--- src/rtl/fetch_queue.sv ---
// Instruction fetch queue: issues sequential fetch requests, buffers in-order responses, presents the head show-ahead to decode.
// A redirect flushes the queue and discards responses still in flight from the old path.
module fetch_queue #(
    parameter int              XLEN     = 32,
    parameter int              DEPTH    = 4,
    parameter logic [XLEN-1:0] RESET_PC = '0
) (
    input  logic                   clk,
    input  logic                   rst_n,
    input  logic                   redirect_valid,
    input  logic [XLEN-1:0]        redirect_pc,
    output logic                   imem_req_valid,
    input  logic                   imem_req_ready,
    output logic [XLEN-1:0]        imem_req_addr,
    input  logic                   imem_rsp_valid,
    input  logic [XLEN-1:0]        imem_rsp_data,
    output logic                   out_valid,
    input  logic                   out_ready,
    output logic [XLEN-1:0]        out_pc,
    output logic [XLEN-1:0]        out_instr,
    output logic [$clog2(DEPTH):0] occupancy
);
    localparam int PW = $clog2(DEPTH);
    localparam int CW = PW + 1;
    localparam logic [CW:0] LIMIT = (CW+1)'(DEPTH);

    logic [XLEN-1:0] r_fetch_pc;
    logic [XLEN-1:0] r_rsp_pc;
    logic [CW-1:0]   r_inflight;
    logic [CW-1:0]   r_drop_cnt;
    logic [CW-1:0]   r_occ;
    logic [PW-1:0]   r_head;
    logic [PW-1:0]   r_tail;
    logic [XLEN-1:0] r_pc_q    [DEPTH];
    logic [XLEN-1:0] r_instr_q [DEPTH];

    logic        w_req_fire;
    logic        w_rsp_take;
    logic        w_push;
    logic        w_pop;
    logic [CW:0] w_credit_used;

    // Every outstanding request owns a queue slot, so a non-dropped response always fits.
    assign w_credit_used  = {1'b0, r_occ} + {1'b0, r_inflight};
    assign imem_req_valid = rst_n && !redirect_valid && (w_credit_used < LIMIT);
    assign imem_req_addr  = r_fetch_pc;

    assign w_req_fire = imem_req_valid && imem_req_ready;
    assign w_rsp_take = imem_rsp_valid && (r_inflight != '0);
    assign w_push     = w_rsp_take && (r_drop_cnt == '0) && !redirect_valid;
    assign w_pop      = out_valid && out_ready;

    assign out_valid = rst_n && (r_occ != '0) && !redirect_valid;
    assign out_pc    = r_pc_q[r_head];
    assign out_instr = r_instr_q[r_head];
    assign occupancy = r_occ;

    always_ff @(posedge clk) begin
        if (!rst_n) begin
            r_fetch_pc <= RESET_PC;
            r_rsp_pc   <= RESET_PC;
            r_inflight <= '0;
            r_drop_cnt <= '0;
            r_occ      <= '0;
            r_head     <= '0;
            r_tail     <= '0;
        end else begin
            case ({w_req_fire, w_rsp_take})
                2'b10:   r_inflight <= r_inflight + CW'(1);
                2'b01:   r_inflight <= r_inflight - CW'(1);
                default: r_inflight <= r_inflight;
            endcase

            if (redirect_valid) begin
                // Whatever is still outstanding after this cycle belongs to the old path.
                r_fetch_pc <= redirect_pc;
                r_rsp_pc   <= redirect_pc;
                r_occ      <= '0;
                r_head     <= '0;
                r_tail     <= '0;
                r_drop_cnt <= r_inflight - (w_rsp_take ? CW'(1) : CW'(0));
            end else begin
                if (w_req_fire)
                    r_fetch_pc <= r_fetch_pc + XLEN'(4);
                if (w_push) begin
                    r_rsp_pc <= r_rsp_pc + XLEN'(4);
                    r_tail   <= r_tail + 1'b1;
                end
                if (w_pop)
                    r_head <= r_head + 1'b1;
                case ({w_push, w_pop})
                    2'b10:   r_occ <= r_occ + CW'(1);
                    2'b01:   r_occ <= r_occ - CW'(1);
                    default: r_occ <= r_occ;
                endcase
                if (w_rsp_take && (r_drop_cnt != '0))
                    r_drop_cnt <= r_drop_cnt - CW'(1);
            end
        end
    end

    always_ff @(posedge clk) begin
        if (w_push) begin
            r_pc_q[r_tail]    <= r_rsp_pc;
            r_instr_q[r_tail] <= imem_rsp_data;
        end
    end
endmodule
--- config.mk ---
export PLATFORM = sky130hd
export DESIGN_NAME = fetch_queue
export DESIGN_NICKNAME = d
export VERILOG_FILES = /design/src/rtl/fetch_queue.sv
export SDC_FILE = /design/constraint.sdc
export NUM_CORES = 1
export LEC_CHECK = 0
export BUFFER_PORTS_ARGS = -buffer_cell sky130_fd_sc_hd__buf_4
export CAP_MARGIN = 20
export CELL_PAD_IN_SITES_DETAIL_PLACEMENT = 0
export CELL_PAD_IN_SITES_GLOBAL_PLACEMENT = 1
export CORE_MARGIN = 5
export CORE_UTILIZATION = 30
export DETAILED_ROUTE_END_ITERATION = 8
export PLACE_DENSITY = 0.63
export SYNTH_ARGS = -nofsm -noshare
export SYNTH_HDL_FRONTEND = slang
export SYNTH_SLANG_ARGS = --single-unit
--- constraint.sdc ---
create_clock -name clk -period 3.7 [get_ports clk]
set_input_delay 0.185 -clock clk [delete_from_list [all_inputs] [get_ports clk]]
set_output_delay 0.185 -clock clk [all_outputs]
set_load 0.05 [all_outputs]
Yosys cells after proc, flatten, opt, wreduce, memory -nomap -nowiden --
Memory sizes are Yosys's and may differ from the RTL's. A register that Yosys moved wholly into a read port is not among the register bits. Index checks and enable logic that the tools add are counted.
Storage, ports and cells: output and inout port bits 101, register bits 77, RAM bits 256, memories 2, logic and storage cells 62, input port bits 70
Cells by class: equality and inequality tests 4, $lt $le $gt $ge 1, mux-type cells 15, bitwise logic cells 1, $add $sub $neg 11, reductions and logical operators 21
Memories:
- r_instr_q | depth 4, bits a word 32, rd ports 1, clocked after Yosys merged registers in 1, write ports 1, line 35 | logic [XLEN-1:0] r_instr_q [DEPTH];
- r_pc_q | depth 4, bits a word 32, rd ports 1, clocked after Yosys merged registers in 1, write ports 1, line 34 | logic [XLEN-1:0] r_pc_q [DEPTH];
Operators by type and width (number):
- two-way mux 32 bit | 4
- adder 32 x 3 -> 32 bit, second input constant | 2
- one-hot mux 3 bit (2 select lines) | 2
- logical AND 1 bit | 10
- nonzero test 2 bit | 5
- nonzero test 3 bit | 3
- subtractor 3 x 1 -> 3 bit, second input constant | 3
- two-way mux 2 bit | 4
- adder 3 x 1 -> 3 bit, second input constant | 2
- two-way mux 3 bit | 2
- adder 2 x 1 -> 2 bit, second input constant | 2
- adder 3 x 3 -> 4 bit | 1
- equality test 2 x 1 -> 1 bit, second input constant | 2
- equality test 2 bit, second input constant | 2
- less-than comparator 4 x 3 -> 1 bit, second input constant | 1
- zero test 3 bit | 1
- two-way mux 1 bit | 3
- subtractor 3 x 1 -> 3 bit | 1
- OR reduction 2 bit | 1
- zero test 1 bit | 1
- NOT 1 bit | 1

Logic depth before layout (Yosys ltp) --
Gate-level depths: netlist (run 1).
depth after elaboration 6, gate-level depth with buffers 13, depth with buffers taken out 12

Least setup slack after synthesis (run 1) --
No wires, ideal clock.
path type register -> register, start point reg r_drop_cnt[0], end point mem r_instr_q[0][0] (enable), data required time 3.271 ns, setup time 0.429 ns, cell stages (with the launch flop) 7, buffers on the path 1, arrival time 2.774 ns, path slack 0.497 ns, clock period less this slack 3.203 ns, path through dfxtp_1 inv_1 ha_1 nor2b_1 o311a_1 clkbuf_1 and3_1
On the way: longest elaborated chain between the ends 5
RTL lines:
- start, declared | line 30 | logic [CW-1:0] r_drop_cnt;
- start signal, assigned | line 81 | r_drop_cnt <= r_inflight - (w_rsp_take ? CW'(1) : CW'(0));
- start signal, assigned | line 97 | r_drop_cnt <= r_drop_cnt - CW'(1);
- zero test 3 bit | line 50 | assign w_push = w_rsp_take && (r_drop_cnt == '0) && !redirect_valid;
- logical AND 1 bit (2 in a row) | line 50
- two-way mux 1 bit | line 103 | if (w_push) begin
- two-way mux 1 bit (not written as such) | line 105 | r_instr_q[r_tail] <= imem_rsp_data;
- end, declared | line 35
Every way passes these cells.

==> results.toml, run 1 <==
[logic_synthesis]
syn-num-nets = 933
yosysSeqAreaShare_pct = 69.0
synth_cell_types = 52
yosys.area.top_type = "edfxtp_1"
synth.most_common_cell = "edfxtp_1"
synthArstFlopShare_pct = 0
yosysTopAreaCellShare_pct = 57.3
syn_area_per_cell_um2 = 15.8
yosys-top-cells-count = "edfxtp_1 (256), dfxtp_1 (79), mux4_2 (64)"
synth_edf_count = 256
synthCells = 847
synth_seq_cells = 335
synth_area_leaders = "edfxtp_1 (57%), dfxtp_1 (12%), mux4_2 (11%)"
syn-cell-area_um2 = 13400
synthFlopType = "edfxtp_1"
ys_warn_count = 0

[placement]
dp.cells = 1586
detailedPlace.worstSlack_ns = 1.10
gp_congestion = 0.771
port_buffers = 170
hpwlAfterDp_um = 21300
dpl_cell_area_um2 = 15500

[grt]
first_global_vias = 8313
grt_pass1_wl_um = 50100
grt_util_all_layers_pct = 12.9
gr-total-overflow = 0
antenna_found_initial = 0
grt_max_degree = 69

[floorplan]
chipHeight_um = 222
rows = 77
pin_count = 171
fp.dieW_um = 222
initial_core_util_pct = 30.4
dieArea_um2 = 49100
core_area_um2 = 44200

[worst_setup_path]
regToRegEndpoint = "r_inflight[2]"
crit_arrival_ns = 2.51
r2r_cells = 11
end_kind = "output port"
cpLargestDelayFamily = "flip-flops"
cpPeakStageDelay_ns = 0.80
cp_cell_sequence = "buf_4 -> mux4_2 -> buf_4"
required_ns = 3.51
path_class = "flip-flop to output port"
crit_slowest_cell = "dfxtp_4"
path_buf_inv = 2
critical_path.most_common_cell = "buf_4"
crit_fanout = 33
r2r_start = "r_inflight[1]"
worstSetupStartpointType = "flip-flop"
worst-path-stages = 3
reg2reg_slack_ns = 1.05

[timing]
tightestPinTransition_ns = 0.997
clock_skew_ns = 0.0134
fmax_ghz = 0.371
layout_min_cycle_time_ns = 2.70
hold_ws_ns = 0.0678
setup_slack_ns = 1.00
tns_ns = 0
fin_crit_sh_pct = 72.9
rsz0062_at_grt = "no"
finalHoldViolations = 0
slew_violations = 0
slew_headroom_pct = 33.5
finalSetupViolations = 0

[clock_network]
clockBufferDepth = 3
path_clk_slew_ns = 0.06
cts_buffers = 37
cts_resized = 0
clock_latency_ns = 0.53
cts-root-buf = "clkbuf_16"
htree_levels = 2
cts_tree = "built"
clkSinkCount = 335
postCtsSetupRepairBufs = 0

[worst_hold_path]
holdPathEnd = "r_rsp_pc[8]"
hp-class = "primary input to flip-flop"
hold_start = "redirect_pc[8]"
worstHoldPathCells = 3

[cells_and_area]
post_layout_nonfiller_instances = 1707
multi_input_area_um2 = 3960
nets = 1173
final_area_um2 = 17200
diodes = 0
postLayoutCoreUtil_pct = 38.8
seq_area_um2 = 9280
layout-drive-gt1-share_pct = 28.7
syn_to_final_growth_pct = 27.8
fill_cells = 4114

[power]
switching_share_pct = 25.3
irDropWorstVdd_mv = 0.327
seqPwrFrac_pct = 49.2
leakage_nw = 5.72
intPower_mw = 6.56
pwr-share-clk_pct = 39.2
pwr_density_cell_nw_per_um2 = 512
power.total_mw = 8.79
power_frac_comb_pct = 11.6
p_sw_mw = 2.23

[routing]
drt-pass1-iter-count = 5
drtAntennaViolNets = 0
drc = 0
detail_route.iter0.violations = 498
drt_wl_total_um = 32500
wl_per_cell_um = 19.0
via_per_inst = 4.76
dr_total_vias = 8133

[outcome]
status = "completed"

[flow_run]
cap_violations = 0
## worst register-to-register path, stage by stage (launching register included)
cell     delay, ns
dfxtp_1       0.35
ha_1          0.29
a311o_1       0.27
nor2_1        0.09
inv_1         0.06
buf_4         0.26
ha_1          0.23
inv_1         0.06
fa_1          0.37
xor2_1        0.16
or3_1         0.30
a21oi_1       0.14
## placed cells by master (no fill, tap or decap), types with 4 or more instances in the layout
| cell type | synthesis | layout |
|---|---|---|
| nand3_1 | 25 | 25 |
| edfxtp_1 | 256 | 256 |
| ha_1 | 14 | 14 |
| inv_1 | 19 | 19 |
| mux4_2 | 64 | 64 |
| o31ai_1 | 4 | 4 |
| and3_4 | 0 | 4 |
| nand4_1 | 25 | 25 |
| nand3b_1 | 4 | 4 |
| nor3_1 | 9 | 9 |
| clkinv_1 | 1 | 9 |
| clkinv_2 | 0 | 6 |
| o21ai_0 | 43 | 43 |
| a21oi_1 | 49 | 49 |
| and3_1 | 11 | 7 |
| a31oi_1 | 16 | 16 |
| and4_1 | 6 | 6 |
| dfxtp_1 | 79 | 77 |
| xor2_1 | 23 | 23 |
| buf_4 | 0 | 179 |
| nor4_2 | 4 | 4 |
| nor4_1 | 4 | 4 |
| clkbuf_16 | 0 | 38 |
| nand2_1 | 46 | 46 |
| dlygate4sd3_1 | 0 | 54 |
| nor2_1 | 36 | 36 |
| xnor2_1 | 20 | 20 |
| o211ai_1 | 5 | 5 |
| buf_12 | 0 | 4 |
| clkbuf_1 | 28 | 6 |
## registers in the layout, indices dropped and copies added, names as in the netlist, named ones only
name and flops:
r_instr_q 128, r_pc_q 128, imem_req_addr 32, r_rsp_pc 32
occupancy 3, r_drop_cnt 3, r_inflight 3, r_head 2
r_tail 2
## logic make-up (layout without fill, tap and decap cells)
kind of cell / count (synthesis) / count (layout) / share of synthesized area [%]
buffers and inverters: 56 / 324 / 1.64
XOR/XNOR: 43 / 43 / 2.81
AND/OR/NAND/NOR: 194 / 194 / 8.00
adder cells (fa/ha/maj): 16 / 16 / 1.60
multiplexers: 69 / 69 / 11.1
AO/OA/AOI/OAI: 134 / 134 / 5.78
flip-flops: 335 / 335 / 69.0
## power groups by stage
stage | Sequential [mW] | Clock, mW | Combinational [mW]
2_1_floorplan | 4.45 | 0 | 0.558
3_3_place_gp | 4.40 | 0 | 0.983
3_5_place_dp | 4.41 | 0 | 0.987
4_1_cts | 4.33 | 3.53 | 1.04
5_1_grt | 4.34 | 3.70 | 1.10
6_report | 4.33 | 3.44 | 1.02
## layout make-up
type                    instances  area share (%)
flip-flops and latches        335            54.1
clock buffers                  45            5.75
inverters                      20           0.437
clock inverters                22           0.941
well taps                     592            4.32
multi-input cells             456            23.0
repair buffers                237            11.4
## layer usage
metal	track usage [%]	up-vias	share of wire, %
li1	-	3842	-
met1	18.0	4049	46
met2	21.2	201	48
met3	2.56	41	4.9
met4	2.84	0	1.7
met5	0	-	0
## timing repair
item	in CTS	in global routing
endpoints found under the hold margin	165	0
endpoints found under the setup margin	0	0
hold buffers	54	0
## how the worst max path moves through the flow
stage,startpoint,end,slack (ns)
after floorplan,r_drop_cnt[0],r_instr_q[0][0],0.50
after global placement,r_inflight[1],r_inflight[2],1.11
after detailed placement,r_inflight[1],r_inflight[2],1.10
after CTS,flip-flop,out_instr[28],0.89
after global routing,flip-flop,out_instr[28],0.81
final,flip-flop,out_instr[28],1.00
Note: power is estimated with default switching activity, not from simulation.
==> run 2: changes to the inputs <==
Clock period 3.7 ns to 2.6 ns, I/O delays scaled along.
==> run 2 against run 1 <==
Worst hold slack worse by 0.044 ns; routed wire length up 2.0%; setup slack lost 0.83 ns; cell area rose by 1.8%; first-iteration DRC count fell by 2.2%; non-clock buffer count grew 26; sequential power up 42%; cell count is 1.6% higher; clock power rose by 45%; global-route usage increased by 0.39 points; count of clock-buffer cells in the layout decreased by 1; register-to-register slack lost 0.88 ns; critical path type is now flip-flop to flip-flop.
==> results.toml, run 2 (synthesis results as in run 1) <==
[power]
leakage_nw = 5.88
irDropWorstVdd_mv = 0.392
power.total_mw = 12.6
pwr_density_cell_nw_per_um2 = 722

[flow_run]
cap_violations = 0

[grt]
antenna_found_initial = 0
grt_pass1_wl_um = 51300
gr-total-overflow = 0
first_global_vias = 8510
grt_util_all_layers_pct = 13.3
grt_max_degree = 59

[clock_network]
cts_resized = 0
path_clk_slew_ns = 0.06
cts-root-buf = "clkbuf_16"
postCtsSetupRepairBufs = 0
clock_latency_ns = 0.54
cts_buffers = 38
htree_levels = 2
cts_tree = "built"
cts_hold_buf = 62
clkSinkCount = 335
clockBufferDepth = 3

[timing]
tns_ns = 0
fmax_ghz = 0.412
rsz0062_at_grt = "no"
clock_skew_ns = 0.0102
slew_violations = 0
finalSetupViolations = 0
layout_min_cycle_time_ns = 2.43
finalHoldViolations = 0
slew_headroom_pct = 36.5
fin_crit_sh_pct = 93.3
setup_slack_ns = 0.174
hold_ws_ns = 0.0236
tightestPinTransition_ns = 0.945

[floorplan]
pin_count = 171
chipHeight_um = 222
core_area_um2 = 44200
rows = 77
initial_core_util_pct = 30.4
dieArea_um2 = 49100
fp.dieW_um = 222

[cells_and_area]
post_layout_nonfiller_instances = 1734
nets = 1200
largestRegisters = "r_instr_q: 128 flops, r_pc_q: 128 flops"
final_area_um2 = 17500
multi_input_area_um2 = 3960
postLayoutCoreUtil_pct = 39.5
diodes = 0
layout-drive-gt1-share_pct = 30.2
seq_area_um2 = 9280
syn_to_final_growth_pct = 30.2
final_cell_mix = "edfxtp_1 (256), buf_4 (190), dfxtp_1 (74)"
fill_cells = 4064
final_common_cell = "edfxtp_1"

[placement]
hpwlAfterDp_um = 22100
gp_congestion = 0.795
dp.cells = 1604
detailedPlace.worstSlack_ns = 0.200
port_buffers = 170
dpl_cell_area_um2 = 15700

[routing]
drc = 0
detail_route.iter0.violations = 487
drt-pass1-iter-count = 5
wl_per_cell_um = 19.1
drt_wl_total_um = 33200
dr_total_vias = 8222
drtAntennaViolNets = 0
via_per_inst = 4.74

[worst_setup_path]
required_ns = 3.06
path_class = "flip-flop to flip-flop"
worstSetupStartpointType = "flip-flop"
crit_fanout = 3
reg2reg_slack_ns = 0.17
end_kind = "flip-flop"
crit_arrival_ns = 2.89

[outcome]
status = "completed"

[worst_hold_path]
hp-class = "primary input to flip-flop"
-- run 2: cell types whose count changed in the layout (fill, tap and decap cells not counted) --
cell           delta
clkinv_8          -1
clkbuf_1          -2
clkinv_2          +4
dfxtp_1           -3
buf_12            +7
inv_6             +1
clkbuf_16         +1
inv_16            -1
buf_4            +11
clkinv_4          +1
dlygate4sd3_1     +8
clkinv_1          -1
clkinvlp_4        -1
dfxtp_2           +3
-- run 2: worst max-delay path, stage by stage (launching register included) --
cell and delay (ns):
dfxtp_1 0.35, inv_1 0.07, ha_1 0.23, nor2b_1 0.16, o311a_1 0.12, and2_1 0.16
inv_1 0.05, ha_1 0.18, inv_1 0.07, fa_1 0.38, xor2_1 0.16, or3_1 0.30
a21oi_1 0.14
-- run 2: layout make-up --
class / instances / area share, %
clock buffers: 44 / 5.75
clock inverters: 24 / 0.866
inverters: 20 / 0.430
multi-input cells: 456 / 22.6
flip-flops and latches: 335 / 53.1
well taps: 592 / 4.24
repair buffers: 263 / 13.0
-- run 2: report_power, final --
part / switching [mW] / internal, mW / total, mW
logic: 0.917 / 0.562 / 1.48
clock network: 2.12 / 2.87 / 4.99
registers: 0.175 / 5.97 / 6.15
total: 3.21 / 9.41 / 12.6
-- run 2: layer usage --
metal	share of wire [%]	track usage, %
met1	45	18.2
met2	46	21.1
met3	6.3	3.76
met4	2.0	3.54
met5	0	0
-- run 2: worst paths after layout --
check	from	end	depth (start not counted)
max	r_drop_cnt[0]	occupancy[2]	12
min reg2reg	imem_req_addr[0]	imem_req_addr[0]	2
max reg2reg	r_drop_cnt[0]	occupancy[2]	12
min	redirect_pc[3]	r_rsp_pc[3]	3
